File: config.mk
export PLATFORM = sky130hd
export DESIGN_NAME = instruction_fetch_unit_flat
export DESIGN_NICKNAME = d
export VERILOG_FILES = /design/src/rtl/cpu_types_pkg.sv /design/src/rtl/instruction_fetch_unit_if.sv /design/src/rtl/next_pc_calc.sv /design/src/rtl/instruction_fetch_unit.sv /design/src/flat_wrapper.sv
export SDC_FILE = /design/constraint.sdc
export NUM_CORES = 1
export LEC_CHECK = 0
export CAP_MARGIN = 20
export CORE_ASPECT_RATIO = 1.4
export CORE_UTILIZATION = 44
export CTS_BUF_LIST = sky130_fd_sc_hd__clkbuf_2 sky130_fd_sc_hd__clkbuf_4 sky130_fd_sc_hd__clkbuf_8
export CTS_CLUSTER_SIZE = 20
export DETAILED_ROUTE_END_ITERATION = 6
export PLACE_DENSITY = 0.84
export REMOVE_ABC_BUFFERS = 1
export SLEW_MARGIN = 20
export SYNTH_ARGS = -nofsm -noshare
export SYNTH_HDL_FRONTEND = slang
export SYNTH_SLANG_ARGS = --single-unit
File: constraint.sdc
create_clock -name CLK -period 8.2 [get_ports CLK]
set_input_delay 1.23 -clock CLK [delete_from_list [all_inputs] [get_ports CLK]]
set_output_delay 1.23 -clock CLK [all_outputs]
set_load 0.02 [all_outputs]
File: src/rtl/cpu_types_pkg.sv
// Shared types and encodings for the fetch unit and control_unit.
package cpu_types_pkg;

  typedef enum logic [1:0] {
    FETCH = 2'd0,
    HOLD  = 2'd1,
    HALT  = 2'd2
  } fetch_state_t;

  // jumpSel encodings, shared with control_unit.
  localparam logic [1:0] JSEL_NPC  = 2'b00;
  localparam logic [1:0] JSEL_JUMP = 2'b01;
  localparam logic [1:0] JSEL_JR   = 2'b10;
  localparam logic [1:0] JSEL_BR   = 2'b11;

  // Sign-extended 16-bit branch offset, scaled to a byte offset.
  function automatic logic [31:0] branch_offset(input logic [15:0] imm);
    return {{14{imm[15]}}, imm, 2'b00};
  endfunction

endpackage

File: src/rtl/instruction_fetch_unit_if.sv
// Instruction-cache port: the fetch unit requests, the icache answers.
interface instruction_fetch_unit_if;
  logic        imemREN;
  logic [31:0] imemaddr;
  logic        ihit;
  logic [31:0] imemload;

  modport master (output imemREN, imemaddr, input ihit, imemload);
  modport slave  (input imemREN, imemaddr, output ihit, imemload);
endinterface

File: src/rtl/next_pc_calc.sv
// Combinational next-PC selection for sequential, jump, jr and branch flow.
module next_pc_calc
  import cpu_types_pkg::*;
(
  input  logic [31:0] pc,
  input  logic [1:0]  jumpSel,
  input  logic [25:0] imm26,
  input  logic [15:0] imm,
  input  logic [31:0] rs_data,
  input  logic        branch_taken,
  output logic [31:0] npc,
  output logic [31:0] next_pc
);

  assign npc = pc + 32'd4;

  // Select the target; all arithmetic wraps modulo 2^32.
  always_comb begin
    // NOTE: every output of a combinational block gets a default first so no path leaves it unassigned (which would infer a latch).
    next_pc = npc;
    unique case (jumpSel)
      JSEL_NPC:  next_pc = npc;
      JSEL_JUMP: next_pc = {npc[31:28], imm26, 2'b00};
      // Misaligned register targets are silently word-aligned.
      JSEL_JR:   next_pc = rs_data & 32'hFFFF_FFFC;
      JSEL_BR:   next_pc = branch_taken ? npc + branch_offset(imm) : npc;
      default:   next_pc = npc;
    endcase
  end

endmodule

File: src/rtl/instruction_fetch_unit.sv
// Fetches instruction words from the icache, holds the current one for the
// decoder until the datapath retires it, and registers the next PC.
module instruction_fetch_unit
  import cpu_types_pkg::*;
#(
  parameter logic [31:0] PC_INIT = 32'h0000_0000
) (
  input  logic                      CLK,
  input  logic                      RST,
  instruction_fetch_unit_if.master  imem,
  output logic [31:0]               instruction,
  output logic                      instr_valid,
  input  logic                      advance,
  input  logic [1:0]                jumpSel,
  input  logic [25:0]               imm26,
  input  logic [15:0]               imm,
  input  logic [31:0]               rs_data,
  input  logic                      branch_taken,
  input  logic                      halt,
  output logic [31:0]               pc,
  output logic [31:0]               npc,
  output logic                      halted
);

  fetch_state_t state_q, state_d;
  logic [31:0]  pc_q, pc_d;
  logic [31:0]  instr_q, instr_d;
  logic [31:0]  next_pc;

  next_pc_calc u_next_pc_calc (
    .pc           (pc_q),
    .jumpSel      (jumpSel),
    .imm26        (imm26),
    .imm          (imm),
    .rs_data      (rs_data),
    .branch_taken (branch_taken),
    .npc          (npc),
    .next_pc      (next_pc)
  );

  // State, PC and held-instruction registers with synchronous reset.
  always_ff @(posedge CLK) begin
    // NOTE: sequential state uses non-blocking assignments so every register samples pre-edge values.
    if (RST) begin
      state_q <= FETCH;
      pc_q    <= PC_INIT;
      instr_q <= '0;
    end else begin
      state_q <= state_d;
      pc_q    <= pc_d;
      instr_q <= instr_d;
    end
  end

  // Next-state and output decode; outputs depend only on registered state.
  always_comb begin
    state_d       = state_q;
    pc_d          = pc_q;
    instr_d       = instr_q;
    imem.imemREN  = 1'b0;
    instr_valid   = 1'b0;
    halted        = 1'b0;
    unique case (state_q)
      FETCH: begin
        imem.imemREN = 1'b1;
        if (imem.ihit) begin
          instr_d = imem.imemload;
          state_d = HOLD;
        end
      end
      HOLD: begin
        instr_valid = 1'b1;
        if (advance) begin
          if (halt) begin
            state_d = HALT;
          end else begin
            pc_d    = next_pc;
            state_d = FETCH;
          end
        end
      end
      HALT: begin
        halted = 1'b1;
      end
      default: begin
        state_d = FETCH;
      end
    endcase
  end

  assign imem.imemaddr = pc_q;
  assign pc            = pc_q;
  assign instruction   = instr_q;

endmodule

File: src/flat_wrapper.sv
// flat-port wrapper written by rule: the top's interface ports become plain ports
module instruction_fetch_unit_flat import cpu_types_pkg::*;
#(
  parameter logic [31:0] PC_INIT = 32'h0000_0000
)
  (CLK, RST, instruction, instr_valid, advance, jumpSel, imm26, imm, rs_data, branch_taken, halt, pc, npc, halted, imem_imemREN, imem_imemaddr, imem_ihit, imem_imemload);
  instruction_fetch_unit_if imem_i ();
  input  logic CLK;
  input  logic RST;
  output logic [31:0] instruction;
  output logic instr_valid;
  input  logic advance;
  input  logic [1:0] jumpSel;
  input  logic [25:0] imm26;
  input  logic [15:0] imm;
  input  logic [31:0] rs_data;
  input  logic branch_taken;
  input  logic halt;
  output logic [31:0] pc;
  output logic [31:0] npc;
  output logic halted;
  output wire logic [$bits(imem_i.imemREN)-1:0] imem_imemREN;
  output wire logic [$bits(imem_i.imemaddr)-1:0] imem_imemaddr;
  input wire logic [$bits(imem_i.ihit)-1:0] imem_ihit;
  input wire logic [$bits(imem_i.imemload)-1:0] imem_imemload;
  assign imem_imemREN = imem_i.imemREN;
  assign imem_imemaddr = imem_i.imemaddr;
  assign imem_i.ihit = imem_ihit;
  assign imem_i.imemload = imem_imemload;
  instruction_fetch_unit #(.PC_INIT(PC_INIT)) u_core (.CLK(CLK), .RST(RST), .imem(imem_i), .instruction(instruction), .instr_valid(instr_valid), .advance(advance), .jumpSel(jumpSel), .imm26(imm26), .imm(imm), .rs_data(rs_data), .branch_taken(branch_taken), .halt(halt), .pc(pc), .npc(npc), .halted(halted));
endmodule
==> results_dict.tcl <==
set metrics [dict create \
    core_area_um2 12800 \
    crit_top_cell "nand2_1" \
    routabilityCongestion 0.959 \
    grt_max_degree 58 \
    status "completed" \
    setup_viol 0 \
    synth.distinct_cells 73 \
    antenna_left 0 \
    cp.buffers_inverters 0 \
    die_w_um 98.9 \
    rows 49 \
    finalCritPeriodShare_pct 56.9 \
    synth-seq-area-share_pct 22.1 \
    final_layout_size_suffix_gt1_share_pct 4.78 \
    yosys.area.top_type "dfxtp_1" \
    drv_cap 0 \
    die_y_um 138 \
    io_buffers 236 \
    start_kind "register" \
    worstPathRequired_ns 8.50 \
    cp_slowest_stage_delay_ns 0.66 \
    drv_slew 0 \
    most-common-layout-cells "clkdlybuf4s50_1 (235), nand2_1 (129), a21oi_1 (90)" \
    path_class "register to register" \
    post-route-min-period_ns 4.67 \
    syn2layout_area_growth_pct 41.3 \
    cts.sinks 64 \
    syn_inst 795 \
    worstPathCellList "and4_1 -> nand2_1 -> nor3_1 -> nand2_1 -> xnor2_1 -> ha_1 -> a211o_1 -> a21oi_1 -> o21a_1 -> nor2_1 -> o31a_2 -> a31oi_1 -> mux2_1 -> a211oi_1 -> a221o_1" \
    place_inst 1121 \
    pin_count 245 \
    rsz0062_at_grt "no" \
    grt_pass1_wl_um 32300 \
    wirelength_um 21500 \
    p_per_area_nw_per_um2 114 \
    grt_use_total_pct 30.7 \
    htreeDepth 3 \
    ys_warn_count 0 \
    grt_overflow_total 0 \
    clk_pin_slew_worst_paths_ns 0.09 \
    finalPower_uw 933 \
    post_cts_resized 0 \
    synthFlopType "dfxtp_1" \
    synth_top_area_share_pct 22.1 \
    nFillCells 1151 \
    cp-end-kind "register" \
    instances_no_fill 1137 \
    dr.first_iter.drc_count 401 \
    async_flop_share_pct 0 \
    worst_pin_slew_ns 0.961 \
    diodes 0 \
    clock_skew_ns 0.0209 \
    clock.fmax_mhz 214 \
    postCtsSetupBuffers 0 \
    vdd_drop_max_mv 0.0882 \
    cts_buffers 9 \
    cts_root_buf "clkbuf_8" \
    syn_area_per_cell_um2 7.28 \
    post-dp-hpwl_um 16000 \
    clock_latency_ns 0.36 \
    die_area_um2 13600 \
    crit_slowest_cell "nor3_1" \
    cpLargestDelayFamily "compound AO/OA/AOI/OAI gates" \
    nets 1129 \
    start_util_pct 45.2 \
    relSlewSlack_pct 35.5 \
    wire_per_inst_um 18.9 \
    fin_setup_tns_ns 0 \
    synth_area_leaders "dfxtp_1 (22%), nand2_1 (8.4%), a21oi_1 (7.8%)" \
    cts_tree "yes" \
    clockBufferDepth 2 \
    leakage_uw 0.00315 \
    arrival_ns 4.97 \
    ctsHoldBuffers 0 \
    drc 0 \
    yosys_register_bits 64 \
    final_common_cell "clkdlybuf4s50_1" \
    via_per_inst 5.96 \
    num_vias 6782 \
    grt_pass1_vias 6292 \
    min_path_type "register to register" \
    cp_max_fo 8 \
    synth_area_um2 5790 \
    first_pass_iters 7 \
    finalHoldViolCount 0 \
    synth_edf_count 0 \
    antenna_found_initial 0 \
]
==> layout make-up <==
class                      instances  area (um^2)  share of cell area [%]
inverter                          22         82.6                    1.01
tap                              153          191                    2.34
multi-input combinational        637         3990                    48.8
timing repair buffer             245         2420                    29.7
clock inverter                     6         70.1                   0.857
clock buffer                      10          131                    1.61
sequential                        64         1280                    15.7
==> final timing paths <==
| check | to | start | slack (ns) | cells after the start |
|---|---|---|---|---|
| setup / recovery | u_core.imem.imemaddr[31] | u_core.imem.imemaddr[15] | 3.53 | 15 |
| hold / removal | u_core.instruction[14] | u_core.instruction[14] | 0.45 | 2 |
| setup reg to reg | u_core.imem.imemaddr[31] | u_core.imem.imemaddr[15] | 3.53 | 15 |
| hold reg to reg | u_core.instruction[14] | u_core.instruction[14] | 0.45 | 2 |
==> per-layer routing <==
| layer | track usage [%] | up-vias | wire (um) |
|---|---|---|---|
| met5 | 0 | - | 0 |
| met4 | 18.0 | 0 | 1140 |
| li1 | - | 3179 | - |
| met3 | 4.87 | 79 | 1960 |
| met2 | 56.4 | 409 | 10800 |
| met1 | 33.2 | 3115 | 7620 |
==> power by group <==
group	internal [uW]	switching [uW]	total (uW)	leakage (uW)
Combinational	145	157	302	0.00253
Sequential	325	14.2	340	0.000522
Clock	145	146	291	0.0000921
Total	615	317	933	0.00315
==> flip-flops by register name, indices dropped and copies added (netlist names) <==
name / count
u_core.imem.imemaddr: 30
u_core.instruction: 32
u_core.state_q: 2
==> worst reg2reg max path, cell delays in order (launching register included) <==
cell,delay [ns]
dfxtp_1,0.55
and4_1,0.30
nand2_1,0.19
nor3_1,0.66
nand2_1,0.19
xnor2_1,0.40
ha_1,0.38
a211o_1,0.33
a21oi_1,0.14
o21a_1,0.16
nor2_1,0.08
o31a_2,0.33
a31oi_1,0.17
mux2_1,0.34
a211oi_1,0.24
a221o_1,0.16
==> cell usage after synthesis, drive strengths merged, types with 3 or more instances <==
library cell and n:
nor3b 3, nor2 69, a22o 4, a221oi 9
nand2 130, and3 9, a21o 11, o22ai 3
nand3 22, o21ai 49, clkbuf 35, nor2b 11
buf 42, xnor2 31, mux4 6, a221o 4
xor2 18, a211oi 9, nand4 12, a21oi 91
mux2i 7, a31oi 10, o211ai 6, and2 4
and4 5, nor3 13, ha 35, a222oi 3
o21a 10, o31a 3, o31ai 6, a311oi 3
dfxtp 64, inv 22
==> per-stage QoR <==
stage                     hold WS, ns  util (%)  cell area [um^2]  setup WS (ns)
after floorplan                 0.528         -              5350           3.99
after global placement          0.442      62.2              7970           3.53
after detailed placement        0.446      62.2              7970           3.44
after CTS                       0.456      63.8              8170           3.66
after global routing            0.472      63.8              8170           3.45
final                           0.454      63.8              8170           3.53
==> cells by family (layout without fill, tap and decap cells) <==
| logic type | Yosys count | count (layout) | synth area share [%] |
|---|---|---|---|
| compound gates | 241 | 241 | 26.2 |
| xor+xnor | 49 | 49 | 7.42 |
| fa+ha+maj | 36 | 36 | 7.91 |
| buf+inv | 99 | 283 | 9.25 |
| flops | 64 | 64 | 22.1 |
| mux | 14 | 14 | 3.74 |
| other cells | 1 | 6 | 0.0648 |
| simple gates | 291 | 291 | 23.3 |
(Power assumes the default switching activity.)
